--- src/rtl/ram_bridge_pkg.sv ---
// ram_bridge shared definitions: bus widths, word types, FSM state encoding,
// the zero word constant and the saturating increment used by the timeout counter.
// Build option: RAM_BRIDGE_POST_WRITE_EN (posted writes, enables the POST state).
package ram_bridge_pkg;

  localparam int DATA_W = 32;   // data bus width
  localparam int ADDR_W = 32;   // byte address width
  localparam int SEL_W  = 4;    // byte lane enables
  localparam int CNT_W  = 8;    // timeout counter width

  typedef logic [DATA_W-1:0] data_t;
  typedef logic [ADDR_W-1:0] addr_t;
  typedef logic [SEL_W-1:0]  sel_t;
  typedef logic [CNT_W-1:0]  cnt_t;

  localparam data_t ZERO_WORD = '0;

  // 2-bit state encoding; POST is only reachable with posted writes enabled
  typedef enum logic [1:0] {
    ST_IDLE = 2'd0,
    ST_REQ  = 2'd1,
    ST_DONE = 2'd2,
    ST_POST = 2'd3
  } state_e;

  // Increment that sticks at all-ones instead of wrapping
  function automatic cnt_t sat_inc(input cnt_t v);
    return (v == '1) ? v : v + cnt_t'(1);
  endfunction

endpackage

--- src/rtl/ram_bridge_if.sv ---
// Memory-slave side of ram_bridge: held request plus one-cycle acknowledge.
// master = the bridge, slave = the memory (or a bench model of it).
interface ram_bridge_if;
  import ram_bridge_pkg::*;

  logic  mem_req_o;
  logic  mem_we_o;
  addr_t mem_addr_o;
  sel_t  mem_sel_o;
  data_t mem_data_o;
  data_t mem_data_i;
  logic  mem_ack_i;

  modport master (
    output mem_req_o, mem_we_o, mem_addr_o, mem_sel_o, mem_data_o,
    input  mem_data_i, mem_ack_i
  );

  modport slave (
    input  mem_req_o, mem_we_o, mem_addr_o, mem_sel_o, mem_data_o,
    output mem_data_i, mem_ack_i
  );

endinterface

--- src/rtl/ram_bridge_timeout.sv ---
// Clear/enable saturating 8-bit counter for ram_bridge. expired is raised in
// the request cycle that would be cycle number LIMIT, so a request that is
// never acknowledged stays up exactly LIMIT cycles. LIMIT=0 never expires.
module ram_bridge_timeout
  import ram_bridge_pkg::*;
#(
  parameter int unsigned LIMIT = 255
) (
  input  logic clk,
  input  logic rst,
  input  logic clr,
  input  logic en,
  output logic expired
);

  cnt_t count_reg;

  // Count waiting cycles; clear has priority, saturate at all-ones
  always_ff @(posedge clk or posedge rst) begin
    if (rst) begin
      count_reg <= '0;
    end else if (clr) begin
      count_reg <= '0;
    end else if (en) begin
      count_reg <= sat_inc(count_reg);
    end
  end

  // count holds the number of completed waiting cycles, so the current one is count+1
  assign expired = (LIMIT != 0) && ((32'(count_reg) + 32'd1) >= LIMIT);

endmodule

--- src/rtl/ram_bridge.sv ---
// ram_bridge: turns a single-cycle CPU data-RAM access into a held req/ack
// transaction, stalling the CPU until the slave acknowledges or the timeout
// expires. Optional macro RAM_BRIDGE_POST_WRITE_EN lets writes complete
// towards the CPU immediately while the bridge finishes them in POST.
module ram_bridge
  import ram_bridge_pkg::*;
#(
  parameter int unsigned TIMEOUT_CYCLES = 255
) (
  input  logic          clk,
  input  logic          rst,
  input  logic          cpu_ce_i,
  input  logic          cpu_we_i,
  input  addr_t         cpu_addr_i,
  input  sel_t          cpu_sel_i,
  input  data_t         cpu_data_i,
  output data_t         cpu_data_o,
  output logic          stall_req_o,
  output logic          bus_err_o,
  ram_bridge_if.master  mem
);

  state_e state_reg;
  logic   mem_req_reg;
  logic   we_reg;
  addr_t  addr_reg;
  sel_t   sel_reg;
  data_t  wdata_reg;
  data_t  rdata_reg;
  logic   bus_err_reg;

  logic   tmo_clr;
  logic   tmo_en;
  logic   tmo_expired;

  // A new access restarts the wait count; it runs only while a request is out
  assign tmo_clr = (state_reg == ST_IDLE) && cpu_ce_i;
  assign tmo_en  = (state_reg == ST_REQ) || (state_reg == ST_POST);

  ram_bridge_timeout #(
    .LIMIT (TIMEOUT_CYCLES)
  ) u_timeout (
    .clk     (clk),
    .rst     (rst),
    .clr     (tmo_clr),
    .en      (tmo_en),
    .expired (tmo_expired)
  );

  // Access FSM with registered request, captured access and read data
  always_ff @(posedge clk or posedge rst) begin
    if (rst) begin
      state_reg   <= ST_IDLE;
      mem_req_reg <= 1'b0;
      we_reg      <= 1'b0;
      addr_reg    <= '0;
      sel_reg     <= '0;
      wdata_reg   <= ZERO_WORD;
      rdata_reg   <= ZERO_WORD;
      bus_err_reg <= 1'b0;
    end else begin
      bus_err_reg <= 1'b0;
      case (state_reg)
        ST_IDLE: begin
          if (cpu_ce_i) begin
            we_reg      <= cpu_we_i;
            addr_reg    <= cpu_addr_i;
            sel_reg     <= cpu_sel_i;
            wdata_reg   <= cpu_data_i;
            mem_req_reg <= 1'b1;
`ifdef RAM_BRIDGE_POST_WRITE_EN
            state_reg   <= cpu_we_i ? ST_POST : ST_REQ;
`else
            state_reg   <= ST_REQ;
`endif
          end
        end
        ST_REQ: begin
          // ack is checked first so a same-cycle timeout is not reported
          if (mem.mem_ack_i) begin
            rdata_reg   <= we_reg ? ZERO_WORD : mem.mem_data_i;
            mem_req_reg <= 1'b0;
            state_reg   <= ST_DONE;
          end else if (tmo_expired) begin
            rdata_reg   <= ZERO_WORD;
            bus_err_reg <= 1'b1;
            mem_req_reg <= 1'b0;
            state_reg   <= ST_DONE;
          end
        end
        ST_DONE: begin
          state_reg <= ST_IDLE;
        end
`ifdef RAM_BRIDGE_POST_WRITE_EN
        ST_POST: begin
          // the CPU already moved on, so only the error pulse reports a lost write
          if (mem.mem_ack_i || tmo_expired) begin
            bus_err_reg <= !mem.mem_ack_i;
            mem_req_reg <= 1'b0;
            state_reg   <= ST_IDLE;
          end
        end
`endif
        default: begin
          state_reg   <= ST_IDLE;
          mem_req_reg <= 1'b0;
        end
      endcase
    end
  end

  // Stall the pipeline for the whole access except its DONE cycle
`ifdef RAM_BRIDGE_POST_WRITE_EN
  assign stall_req_o = cpu_ce_i && (state_reg != ST_DONE) &&
                       !((state_reg == ST_IDLE) && cpu_we_i);
`else
  assign stall_req_o = cpu_ce_i && (state_reg != ST_DONE);
`endif

  assign cpu_data_o     = rdata_reg;
  assign bus_err_o      = bus_err_reg;
  assign mem.mem_req_o  = mem_req_reg;
  assign mem.mem_we_o   = we_reg;
  assign mem.mem_addr_o = addr_reg;
  assign mem.mem_sel_o  = sel_reg;
  assign mem.mem_data_o = wdata_reg;

endmodule

--- src/flat_wrapper.sv ---
// flat-port wrapper written by rule: the top's interface ports become plain ports
module ram_bridge_flat import ram_bridge_pkg::*;
#(
  parameter int unsigned TIMEOUT_CYCLES = 255
)
  (clk, rst, cpu_ce_i, cpu_we_i, cpu_addr_i, cpu_sel_i, cpu_data_i, cpu_data_o, stall_req_o, bus_err_o, mem_mem_req_o, mem_mem_we_o, mem_mem_addr_o, mem_mem_sel_o, mem_mem_data_o, mem_mem_data_i, mem_mem_ack_i);
  ram_bridge_if mem_i ();
  input  logic clk;
  input  logic rst;
  input  logic cpu_ce_i;
  input  logic cpu_we_i;
  input  addr_t cpu_addr_i;
  input  sel_t cpu_sel_i;
  input  data_t cpu_data_i;
  output data_t cpu_data_o;
  output logic stall_req_o;
  output logic bus_err_o;
  output wire logic [$bits(mem_i.mem_req_o)-1:0] mem_mem_req_o;
  output wire logic [$bits(mem_i.mem_we_o)-1:0] mem_mem_we_o;
  output wire logic [$bits(mem_i.mem_addr_o)-1:0] mem_mem_addr_o;
  output wire logic [$bits(mem_i.mem_sel_o)-1:0] mem_mem_sel_o;
  output wire logic [$bits(mem_i.mem_data_o)-1:0] mem_mem_data_o;
  input wire logic [$bits(mem_i.mem_data_i)-1:0] mem_mem_data_i;
  input wire logic [$bits(mem_i.mem_ack_i)-1:0] mem_mem_ack_i;
  assign mem_mem_req_o = mem_i.mem_req_o;
  assign mem_mem_we_o = mem_i.mem_we_o;
  assign mem_mem_addr_o = mem_i.mem_addr_o;
  assign mem_mem_sel_o = mem_i.mem_sel_o;
  assign mem_mem_data_o = mem_i.mem_data_o;
  assign mem_i.mem_data_i = mem_mem_data_i;
  assign mem_i.mem_ack_i = mem_mem_ack_i;
  ram_bridge #(.TIMEOUT_CYCLES(TIMEOUT_CYCLES)) u_core (.clk(clk), .rst(rst), .cpu_ce_i(cpu_ce_i), .cpu_we_i(cpu_we_i), .cpu_addr_i(cpu_addr_i), .cpu_sel_i(cpu_sel_i), .cpu_data_i(cpu_data_i), .cpu_data_o(cpu_data_o), .stall_req_o(stall_req_o), .bus_err_o(bus_err_o), .mem(mem_i));
endmodule
--- config.mk ---
export PLATFORM = sky130hd
export DESIGN_NAME = ram_bridge_flat
export DESIGN_NICKNAME = d
export VERILOG_FILES = /design/src/rtl/ram_bridge_pkg.sv /design/src/rtl/ram_bridge_if.sv /design/src/rtl/ram_bridge_timeout.sv /design/src/rtl/ram_bridge.sv /design/src/flat_wrapper.sv
export SDC_FILE = /design/constraint.sdc
export NUM_CORES = 1
export LEC_CHECK = 0
export ABC_AREA = 1
export ABC_CLOCK_PERIOD_IN_PS = 7700
export BUFFER_PORTS_ARGS = -buffer_cell sky130_fd_sc_hd__buf_2
export CORE_MARGIN = 2
export CORE_UTILIZATION = 50
export DETAILED_ROUTE_END_ITERATION = 7
export PLACE_DENSITY = 0.85
export REMOVE_ABC_BUFFERS = 1
export SYNTH_ARGS = -nofsm -noshare
export SYNTH_HDL_FRONTEND = slang
export SYNTH_SLANG_ARGS = --single-unit
--- constraint.sdc ---
create_clock -name clk -period 7.7 [get_ports clk]
set_clock_uncertainty 0.05 [all_clocks]
set_input_delay 0.385 -clock clk [delete_from_list [all_inputs] [get_ports clk]]
set_output_delay 0.385 -clock clk [all_outputs]
set_load 0.05 [all_outputs]
==> flow_summary_export.csv, run 1 <==
group,metric,value,unit
run_status,run_status,"completed",
power,power_density,517,nW/um^2
floorplan,initial_standard_cell_utilization_of_the_core,0.520,
logic_synthesis,ys_async_sr_fraction,1.00,
clocking,number_of_buffers_added_by_the_clock_tree_synthesis_step,17,
logic_synthesis,ys_warn_count,0,
worst_setup_path,crit_slowest_cell,"inv_2",
floorplan,die_x,99.7,um
clocking,worst_skew_pair.late_latency,480,ps
clocking,ctsHtreeMaxLevel,4,
logic_synthesis,synth_seq_cells,113,
logic_synthesis,post_synth.cell_area_avg,8.79,um^2
floorplan,die_height,99.7,um
logic_synthesis,mappedNetlistArea,4580,um^2
clocking,cts_max_path_buffers,2,
logic_synthesis,ys_dominant_reg_cell,"dfrtp_1",
detailed_routing,routed_wire_length_per_instance,14.1,um
layout,most_common_library_cell_in_the_layout_ignoring_fill_and_taps,"nand2_1",
layout,final_core_util,0.711,
timing,slew-limit-headroom,0.258,
floorplan,num_io_pins,209,
placed_design,cells_after_dpl,812,
detailed_routing,route.vias.total,4214,
floorplan,placement_rows,34,
worst_setup_path,max_stage_delay,630,ps
power,vdd_drop_max,339,uV
worst_setup_path,critPathRequiredTime,8070,ps
logic_synthesis,synth-edff-count,0,
layout,mostFrequentLayoutCells,"nand2_1 (278), buf_2 (208), dfrtp_1 (113)",
detailed_routing,remaining_drc_errors,0,
timing,report.final.hold_viol_count,0,
timing,clock.fmax,403,MHz
timing,rsz0062_at_grt,"no",
worst_setup_path,cp_common_cell,"o21ai_0",
hold_path,worstHoldPathType,"primary input to async pin",
floorplan,design.die.area,9940,um^2
grt,grt_first_pass_wirelength,19.2,mm
timing,worst_pin_slew,1110,ps
clocking,tritoncts,"yes",
detailed_routing,antenna_left,0,
timing,finalSetupViolations,0,
floorplan,design.core.area,8810,um^2
detailed_routing,drtPass1Iterations,5,
placed_design,place.port_buffers,208,
logic_synthesis,synth_sequential_area_ratio,0.617,
clocking,postCtsResizedCells,0,
worst_setup_path,criticalPathCategory,"flop to flop",
layout,flow.area_growth_from_synthesis,36.7,%
timing,period_share,0.322,
detailed_routing,first_iter_violations,196,
layout,stdcell_count,844,
worst_setup_path,critical_path.max_fanout,73,
layout,antenna_cells,0,
layout,nets,830,
power,static-leakage-power,3.63,nW
timing,timing.final.crit_period,2480,ps
layout,filler_cell_count,677,
clocking,cts.root.buffer_cell,"clkbuf_8",
logic_synthesis,synth_cell_types,23,
detailed_routing,post_drt_via_cell_ratio,4.99,
timing,fin_hold_ws,8.42,ps
layout,drive_gt1_frac,0.353,
placed_design,hpwlAfterDp,8.14,mm
grt,antenna_violations_before_repair,0,
worst_setup_path,endpoint_kind,"flop",
worst_setup_path,worst_setup_path_start_kind,"flop",
clocking,cts.clk_slew.worst_paths,60,ps
power,report.power.total,3.23,mW
worst_setup_path,timing.critical_path.cells,"nor2_1 -> nand2_2 -> buf_4 -> inv_2 -> o21ai_0 -> o21ai_0 -> inv_1",
logic_synthesis,syn_inst,521,
detailed_routing,post_route_wl,11.9,mm
clocking,clock_sinks,113,
timing,fin_tns_setup,0,ps
placed_design,finalWeightedCongestion,0.896,
grt,maximum_number_of_pins_on_one_net_before_global_route_repair,74,
grt,grt_pass1_vias,4106,
run,max-cap-violations,0,
clocking,cts.repair_timing.setup_buffer_count,0,
grt,track_usage,0.241,
worst_setup_path,critical_path_arrival,2850,ps
grt,grt_overflow,0,
clocking,holdBufCountCts,0,
timing,slew_violations,0,
==> worst paths after layout <==
path | start | endpoint | slack [ps] | cells after the start
min reg2reg | u_core.cpu_data_o[2] | u_core.cpu_data_o[2] | 420 | 2
max in group asynchronous | rst | u_core.cpu_data_o[12] | 6480 | 3
min | rst | u_core.mem.mem_data_o[22] | 8 | 2
max reg2reg | u_core.state_reg[0] | u_core.u_timeout.count_reg[0] | 5220 | 7
max | u_core.state_reg[0] | u_core.u_timeout.count_reg[0] | 5220 | 7
min in group clk | cpu_data_i[6] | u_core.mem.mem_data_o[6] | 30 | 3
==> routing by layer <==
layer / part of all wire / track usage / wire length [um] / vias to the layer above
met3: 0.072 / 0.0710 / 852 / 8
met2: 0.49 / 0.397 / 5790 / 184
met1: 0.43 / 0.316 / 5090 / 1979
met5: 0 / 0 / 0 / -
met4: 0.011 / 0.0611 / 135 / 0
li1: - / - / - / 2043
==> final cells by class <==
cell class,count,area [um^2],area share
clock buffer,20,445,0.0711
clock inverter,12,158,0.0252
inverter,16,62.6,0.00999
multi-input combinational,365,1580,0.252
sequential,113,2830,0.452
tap,108,135,0.0216
timing repair buffer,210,1060,0.169
==> synthesized netlist by cell type, types with 3 or more instances <==
library cell  instances  area, um^2
nand2_1             279        1050
dfrtp_1             113        2830
nand4_1              33         206
clkbuf_1             24        90.1
inv_1                15        56.3
nor2_1               11        41.3
nand2_2              10        62.6
nand3_1               7        35.0
o21ai_0               7        35.0
buf_6                 3        33.8
nor2_2                3        18.8
o22ai_1               3        18.8
==> kinds of logic (layout without fill, tap and decap cells) <==
kind of cell / Yosys count / count (layout) / share of synthesized area
simple gates: 347 / 347 / 0.317
compound gates: 15 / 15 / 0.0186
flops: 113 / 113 / 0.617
fa+ha+maj: 2 / 2 / 0.00546
buf+inv: 43 / 258 / 0.0402
xor+xnor: 1 / 1 / 0.00191
==> power by group <==
group          leakage, nW  internal [mW]  total [mW]  switching [mW]
combinational         1.93          0.300        1.47            1.18
clock                0.276          0.511       0.783           0.272
sequential            1.42          0.831       0.977           0.146
total                 3.63           1.64        3.23            1.59
==> worst max-delay path, delay by kind of cell, from the launching register on <==
kind                   cells  cell delay (ps)
AND/OR/NAND/NOR            2              150
AO/OA/AOI/OAI              2              490
buffers and inverters      3             1260
flip-flops                 1              450
==> metrics by stage <==
stage                     area, um^2  setup slack [ps]
final                           6260              5220
after global placement          5650              5320
after global routing            6260              4990
after CTS                       6260              5200
after floorplan                 4460              4280
after detailed placement        5650              5240
No activity file was read; power rests on OpenSTA's default activity.
==> run 2: changes to the inputs <==
--- a/config.mk
+++ b/config.mk
@@ -6,12 +6,12 @@
 export NUM_CORES = 1
 export LEC_CHECK = 0
 export ABC_AREA = 1
-export ABC_CLOCK_PERIOD_IN_PS = 7700
+export ABC_CLOCK_PERIOD_IN_PS = 2100
 export BUFFER_PORTS_ARGS = -buffer_cell sky130_fd_sc_hd__buf_2
 export CORE_MARGIN = 2
-export CORE_UTILIZATION = 50
+export CORE_UTILIZATION = 42
 export DETAILED_ROUTE_END_ITERATION = 7
-export PLACE_DENSITY = 0.85
+export PLACE_DENSITY = 0.76
 export REMOVE_ABC_BUFFERS = 1
 export SYNTH_ARGS = -nofsm -noshare
 export SYNTH_HDL_FRONTEND = slang
==> constraint.sdc (replaced) <==
create_clock -name clk -period 2.1 [get_ports clk]
set_clock_uncertainty 0.05 [all_clocks]
set_input_delay 0.105 -clock clk [delete_from_list [all_inputs] [get_ports clk]]
set_output_delay 0.105 -clock clk [all_outputs]
set_load 0.05 [all_outputs]
==> run 2 against run 1 <==
Effect of this change: fmax rose by 24%; via count rose by 14%; global-route usage rose by 0.55 points; cell area rose by 20%; total power rose to 3.7 times the previous value.
==> flow_summary_export.csv, run 2 (synthesis gave the netlist of run 1 again) <==
group,metric,value,unit
run_status,run_status,"completed",
timing,fin_hold_ws,84.5,ps
floorplan,design.core.area,10700,um^2
timing,slew_violations,0,
power,vdd_drop_max,922,uV
worst_setup_path,timing.critical_path.cells,"inv_1 -> nor2_4 -> buf_6 -> nand4_1 -> dlygate4sd3_1 -> nand2_1",
power,clkPwrFrac,0.216,
layout,most_common_library_cell_in_the_layout_ignoring_fill_and_taps,"nand2_1",
worst_setup_path,critical_path.reg2reg.startpoint,"u_core.state_reg[0]",
clocking,cts.clk_slew.worst_paths,60,ps
grt,maximum_number_of_pins_on_one_net_before_global_route_repair,73,
detailed_routing,maxUsedRoutingLayer,"met4",
timing,slew-limit-headroom,0.681,
clocking,cts_max_path_buffers,2,
floorplan,die_x,108,um
grt,antenna_violations_before_repair,0,
layout,filler_cell_count,792,
timing,worst_pin_slew,479,ps
clocking,cts.repair_timing.setup_buffer_count,0,
layout,layout.area.seq,2830,um^2
worst_setup_path,path_delay_family,"buffers and inverters",
timing,rsz0062_at_grt,"no",
floorplan,placement_rows,38,
clocking,number_of_buffers_added_by_the_clock_tree_synthesis_step,17,
placed_design,hpwlAfterDp,8.16,mm
worst_setup_path,setup_slack_of_the_most_critical_reg_to_reg_path,110,ps
power,switching_share,0.497,
power,p_int,5.98,mW
power,net_switching_power,5.91,mW
clocking,worst_skew_pair.late_latency,490,ps
worst_setup_path,r2r_end,"u_core.cpu_data_o[17]",
worst_setup_path,worst_setup_path_start_kind,"flop",
clocking,tritoncts,"yes",
layout,antenna_cells,0,
layout,stdcell_area,7500,um^2
timing,report.final.hold_viol_count,0,
floorplan,design.die.area,11800,um^2
detailed_routing,dr_wl_met2,7.22,mm
layout,mostFrequentLayoutCells,"nand2_1 (278), buf_2 (208), dlygate4sd3_1 (116)",
detailed_routing,route.vias.total,4792,
detailed_routing,remaining_drc_errors,0,
hold_path,worstHoldEndpoint,"u_core.state_reg[0]",
worst_setup_path,max_stage_delay,600,ps
detailed_routing,met1Wirelength,5.67,mm
grt,track_usage,0.246,
placed_design,place.port_buffers,208,
worst_setup_path,criticalPathCategory,"flop to flop",
floorplan,initial_standard_cell_utilization_of_the_core,0.426,
hold_path,hold_path.startpoint,"cpu_ce_i",
placed_design,finalWeightedCongestion,0.810,
floorplan,die_height,108,um
run,max-cap-violations,0,
power,share_of_power_burned_in_combinational_logic,0.482,
hold_path,worstHoldPathType,"primary input to flop",
layout,drive_gt1_frac,0.308,
clocking,ctsHtreeMaxLevel,4,
layout,nets,953,
timing,period_share,0.949,
clocking,clock_sinks,113,
detailed_routing,post_route_wl,14.2,mm
worst_setup_path,critical_path_arrival,2380,ps
worst_setup_path,crit_slowest_cell,"dlygate4sd3_1",
power,power_density,1580,nW/um^2
detailed_routing,antenna_left,0,
detailed_routing,first_iter_violations,412,
grt,grt_overflow,0,
timing,finalSetupViolations,0,
power,power.share.sequential,0.301,
timing,timing.final.crit_period,1990,ps
hold_path,holdPathStages,4,
timing,clock.fmax,502,MHz
grt,grt_pass1_vias,4798,
detailed_routing,routed_wire_length_per_instance,14.3,um
detailed_routing,drtPass1Iterations,6,
clocking,cts.root.buffer_cell,"clkbuf_8",
worst_setup_path,endpoint_kind,"flop",
floorplan,num_io_pins,209,
detailed_routing,length_of_routed_met3_wiring,964,um
worst_setup_path,critical_path.max_fanout,32,
placed_design,placedInstanceArea,5780,um^2
worst_setup_path,critical_path.n_buffers_inverters,3,
worst_setup_path,critPathRequiredTime,2490,ps
grt,grt_first_pass_wirelength,22.5,mm
layout,flow.area_growth_from_synthesis,63.8,%
detailed_routing,post_drt_via_cell_ratio,4.80,
power,static-leakage-power,4.11,nW
layout,multi_input_comb_area,1590,um^2
worst_setup_path,worstRegToRegCells,6,
## run 2: stage by stage
step,util,setup WS [ps],power (mW),setup TNS (ps),std cells
after floorplan,-,-1040,7.60,-164460,494
after global placement,0.538,200,8.94,0,851
after detailed placement,0.538,103,9.06,0,851
after CTS,0.696,93.7,11.9,0,999
after global routing,0.698,7.13,12.5,0,999
final,0.698,108,11.9,0,999
## run 2: worst max path at each step
| stage | cells after the start | startpoint | slack (ps) | endpoint |
|---|---|---|---|---|
| floorplan | 1 | rst | -1040 | u_core.bus_err_o |
| global placement | 10 | u_core.u_timeout.count_reg[0] | 200 | u_core.cpu_data_o[30] |
| detailed placement | 11 | u_core.u_timeout.count_reg[1] | 100 | u_core.cpu_data_o[31] |
| CTS | 11 | u_core.u_timeout.count_reg[0] | 90 | u_core.cpu_data_o[31] |
| global route | 12 | u_core.u_timeout.count_reg[1] | 7 | u_core.cpu_data_o[18] |
| finish | 6 | u_core.state_reg[0] | 110 | u_core.cpu_data_o[17] |
## run 2: worst register-to-register path, delay by kind of cell, from the launching register on
kind / cells / cell delay [ps]
buf+inv: 3 / 990
flops: 1 / 460
simple gates: 3 / 430
## run 2: layout make-up
class	instances	area share
Sequential cell	113	0.377
Timing Repair Buffer	333	0.308
Multi-Input combinational cell	365	0.211
Clock buffer	22	0.0604
Tap cell	140	0.0234
Clock inverter	10	0.0115
Inverter	16	0.00834
## run 2: power groups by stage
stage               sequential, mW  combinational [mW]  clock, mW
finish                        3.58                5.73       2.57
global route                  3.67                6.08       2.75
CTS                           3.55                5.68       2.64
detailed placement            3.56                5.49          0
global placement              3.54                5.39          0
floorplan                     6.46                1.14          0
## run 2: per-layer routing
metal / up-vias / global-route usage
li1: 2298 / -
met1: 2225 / 0.290
met2: 236 / 0.420
met3: 33 / 0.0597
met4: 0 / 0.122
met5: - / 0
## run 2: repair_timing
action	in CTS	in global routing
gates resized for setup	0	3
hold buffers	116	0
endpoints found under the hold margin	142	0
setup endpoints to repair	0	32
==> run 3: changes to the inputs <==
--- a/config.mk
+++ b/config.mk
@@ -5,7 +5,6 @@
 export SDC_FILE = /design/constraint.sdc
 export NUM_CORES = 1
 export LEC_CHECK = 0
-export ABC_AREA = 1
 export ABC_CLOCK_PERIOD_IN_PS = 2100
 export BUFFER_PORTS_ARGS = -buffer_cell sky130_fd_sc_hd__buf_2
 export CORE_MARGIN = 2
==> run 3 against run 2 <==
Effect of this change: cell count shrank 23%; synthesized cell count shrank 43%; cell area shrank 3.3%; combinational power grew 4.5%; fmax shrank 0.57%; critical path type unchanged; critical endpoint is now u_core.cpu_data_o[15]; largest cell class unchanged.
==> flow_summary_export.csv, run 3 <==
group,metric,value,unit
run_status,run_status,"completed",
layout,nets,731,
layout,most_common_library_cell_in_the_layout_ignoring_fill_and_taps,"buf_2",
detailed_routing,remaining_drc_errors,0,
logic_synthesis,synth_sequential_area_ratio,0.642,
logic_synthesis,synthTopCellsByArea,"dfrtp_1 (64%), mux2_2 (18%), a22o_1 (6.4%), o21ai_0 (1.0%), nor2_1 (0.85%)",
clocking,cts.root.buffer_cell,"clkbuf_8",
layout,drive_gt1_frac,0.515,
logic_synthesis,synth.cells.most_frequent,"dfrtp_1 (113), mux2_2 (69), a22o_1 (32), nor2_1 (10), o21ai_0 (9)",
power,power_density,1690,nW/um^2
timing,finalSetupViolations,0,
worst_setup_path,path_delay_family,"compound AO/OA/AOI/OAI gates",
timing,fin_hold_ws,109,ps
floorplan,design.die.area,11300,um^2
timing,rsz0062_at_grt,"no",
timing,timing.final.crit_period,2000,ps
logic_synthesis,synth_top_cell_by_area,"dfrtp_1",
clocking,ctsHtreeMaxLevel,4,
detailed_routing,met1Wirelength,4.63,mm
floorplan,design.core.area,10200,um^2
floorplan,die_x,106,um
logic_synthesis,ys_dominant_reg_cell,"dfrtp_1",
detailed_routing,antenna_left,0,
clocking,cts_max_path_buffers,2,
worst_setup_path,critical_path.max_fanout,33,
placed_design,cells_after_dpl,635,
worst_setup_path,critPathRequiredTime,2440,ps
power,vdd_drop_max,1080,uV
clocking,cts.clk_slew.worst_paths,50,ps
grt,antenna_violations_before_repair,0,
grt,grt_pass1_vias,4132,
placed_design,dp_slack,-18.2,ps
layout,stdcell_count,773,
timing,fin_tns_setup,0,ps
logic_synthesis,syn_inst,299,
grt,grt_overflow,0,
hold_path,worstHoldPathType,"primary input to async pin",
detailed_routing,post_route_wl,12.3,mm
grt,track_usage,0.225,
placed_design,hpwlAfterDp,7.49,mm
timing,period_share,0.954,
placed_design,finalWeightedCongestion,0.788,
grt,maximum_number_of_pins_on_one_net_before_global_route_repair,55,
timing,worst_pin_slew,410,ps
detailed_routing,first_iter_violations,129,
logic_synthesis,post_synth.cell_area_avg,14.7,um^2
timing,slew-limit-headroom,0.726,
detailed_routing,dr_wl_met2,6.54,mm
grt,grt_first_pass_wirelength,19.6,mm
detailed_routing,drtPass1Iterations,6,
detailed_routing,maxUsedRoutingLayer,"met4",
placed_design,place.port_buffers,208,
worst_setup_path,max_stage_delay,470,ps
floorplan,die_height,106,um
floorplan,initial_standard_cell_utilization_of_the_core,0.430,
timing,clock.fmax,499,MHz
logic_synthesis,ys_async_sr_fraction,1.00,
worst_setup_path,timing.critical_path.cells,"ha_1 -> buf_4 -> nand3b_1 -> a2111oi_4 -> o21ai_2 -> buf_12 -> a22o_1",
worst_setup_path,worst_setup_path_start_kind,"flop",
worst_setup_path,criticalPathCategory,"flop to flop",
power,static-leakage-power,3.54,nW
clocking,number_of_buffers_added_by_the_clock_tree_synthesis_step,17,
clocking,clock_sinks,113,
logic_synthesis,synth-edff-count,0,
layout,flow.area_growth_from_synthesis,64.8,%
detailed_routing,post_drt_via_cell_ratio,4.90,
clocking,worst_skew_pair.late_latency,500,ps
logic_synthesis,ys_warn_count,0,
floorplan,num_io_pins,209,
logic_synthesis,synth.most_common_cell,"dfrtp_1",
timing,slew_violations,0,
layout,stdcell_area,7250,um^2
worst_setup_path,setup_slack_of_the_most_critical_reg_to_reg_path,100,ps
detailed_routing,route.vias.total,3788,
logic_synthesis,synth_seq_cells,113,
timing,post-route-worst-setup-slack,96.4,ps
timing,report.final.hold_viol_count,0,
detailed_routing,routed_wire_length_per_instance,16.0,um
clocking,tritoncts,"yes",
detailed_routing,length_of_routed_met3_wiring,719,um
worst_setup_path,critical_path.n_buffers_inverters,2,
run,max-cap-violations,0,
worst_setup_path,critical_path_arrival,2340,ps
logic_synthesis,synth_largest_type_area_fraction,0.642,
layout,mostFrequentLayoutCells,"buf_2 (208), dfrtp_1 (111), dlygate4sd3_1 (104)",
logic_synthesis,synth_cell_types,35,
placed_design,placedInstanceArea,5640,um^2
worst_setup_path,crit_slowest_cell,"a2111oi_4",
logic_synthesis,mappedNetlistArea,4400,um^2
worst_setup_path,endpoint_kind,"flop",
layout,antenna_cells,0,
floorplan,placement_rows,37,
==> run 3: worst paths after layout <==
check,start,endpoint,cells after the start
max,u_core.u_timeout.count_reg[0],u_core.cpu_data_o[15],7
min,rst,u_core.mem.mem_data_o[7],3
max reg2reg,u_core.u_timeout.count_reg[0],u_core.cpu_data_o[15],7
min reg2reg,u_core.mem.mem_data_o[1],u_core.mem.mem_data_o[1],1
max in group asynchronous,rst,u_core.mem.mem_data_o[21],4
min in group clk,mem_mem_data_i[12],u_core.cpu_data_o[12],3
==> run 3: what timing repair did <==
item                                    CTS  global route
hold endpoints to repair                186             0
setup buffers                             0             2
endpoints found under the setup margin   32            34
hold buffers                            104             0
gates resized for setup                   0             6
pin swaps                                 1             2
==> run 3: worst reg2reg max path, cell delays in order, from the launching register on <==
cell,delay (ps)
dfrtp_2,390
ha_1,180
buf_4,130
nand3b_1,150
a2111oi_4,470
o21ai_2,120
buf_12,180
a22o_1,220
==> run 3: per-stage QoR <==
step / utilization / power, mW
4_1_cts: 0.706 / 12.3
2_1_floorplan: - / 7.98
6_report: 0.709 / 12.3
3_3_place_gp: 0.551 / 9.32
5_1_grt: 0.709 / 12.8
3_5_place_dp: 0.551 / 9.47
==> run 3: final cells by class <==
| type | count | area, um^2 |
|---|---|---|
| clock inverters | 11 | 87.6 |
| inverters | 7 | 28.8 |
| flip-flops and latches | 113 | 2830 |
| repair buffers | 322 | 2210 |
| multi-input cells | 163 | 1470 |
| clock buffers | 21 | 459 |
| well taps | 136 | 170 |
| fillers | 668 | 2980 |
==> run 3: cell families (layout without fill, tap and decap cells) <==
logic type                 Yosys count  count (layout)  synth area share
AOI/OAI and AO/OA                   56              56             0.104
adders and majority gates            2               2           0.00568
buffers and inverters               23             361            0.0273
DFF                                113             113             0.642
xor gates and xnor gates             5               5           0.00995
muxes                               69              69             0.177
and+or+nand+nor                     31              31            0.0344
==> run 3: power breakdown <==
| part | switching (mW) | internal [mW] | total [mW] |
|---|---|---|---|
| registers | 0.569 | 3.12 | 3.69 |
| logic | 4.30 | 1.68 | 5.99 |
| clock network | 0.957 | 1.64 | 2.60 |
| total | 5.83 | 6.44 | 12.3 |
==> run 3: layer usage <==
layer	vias to the layer above	global-route usage
met1	1860	0.244
met2	153	0.398
met3	38	0.0632
met4	0	0.120
li1	1737	-
met5	-	0
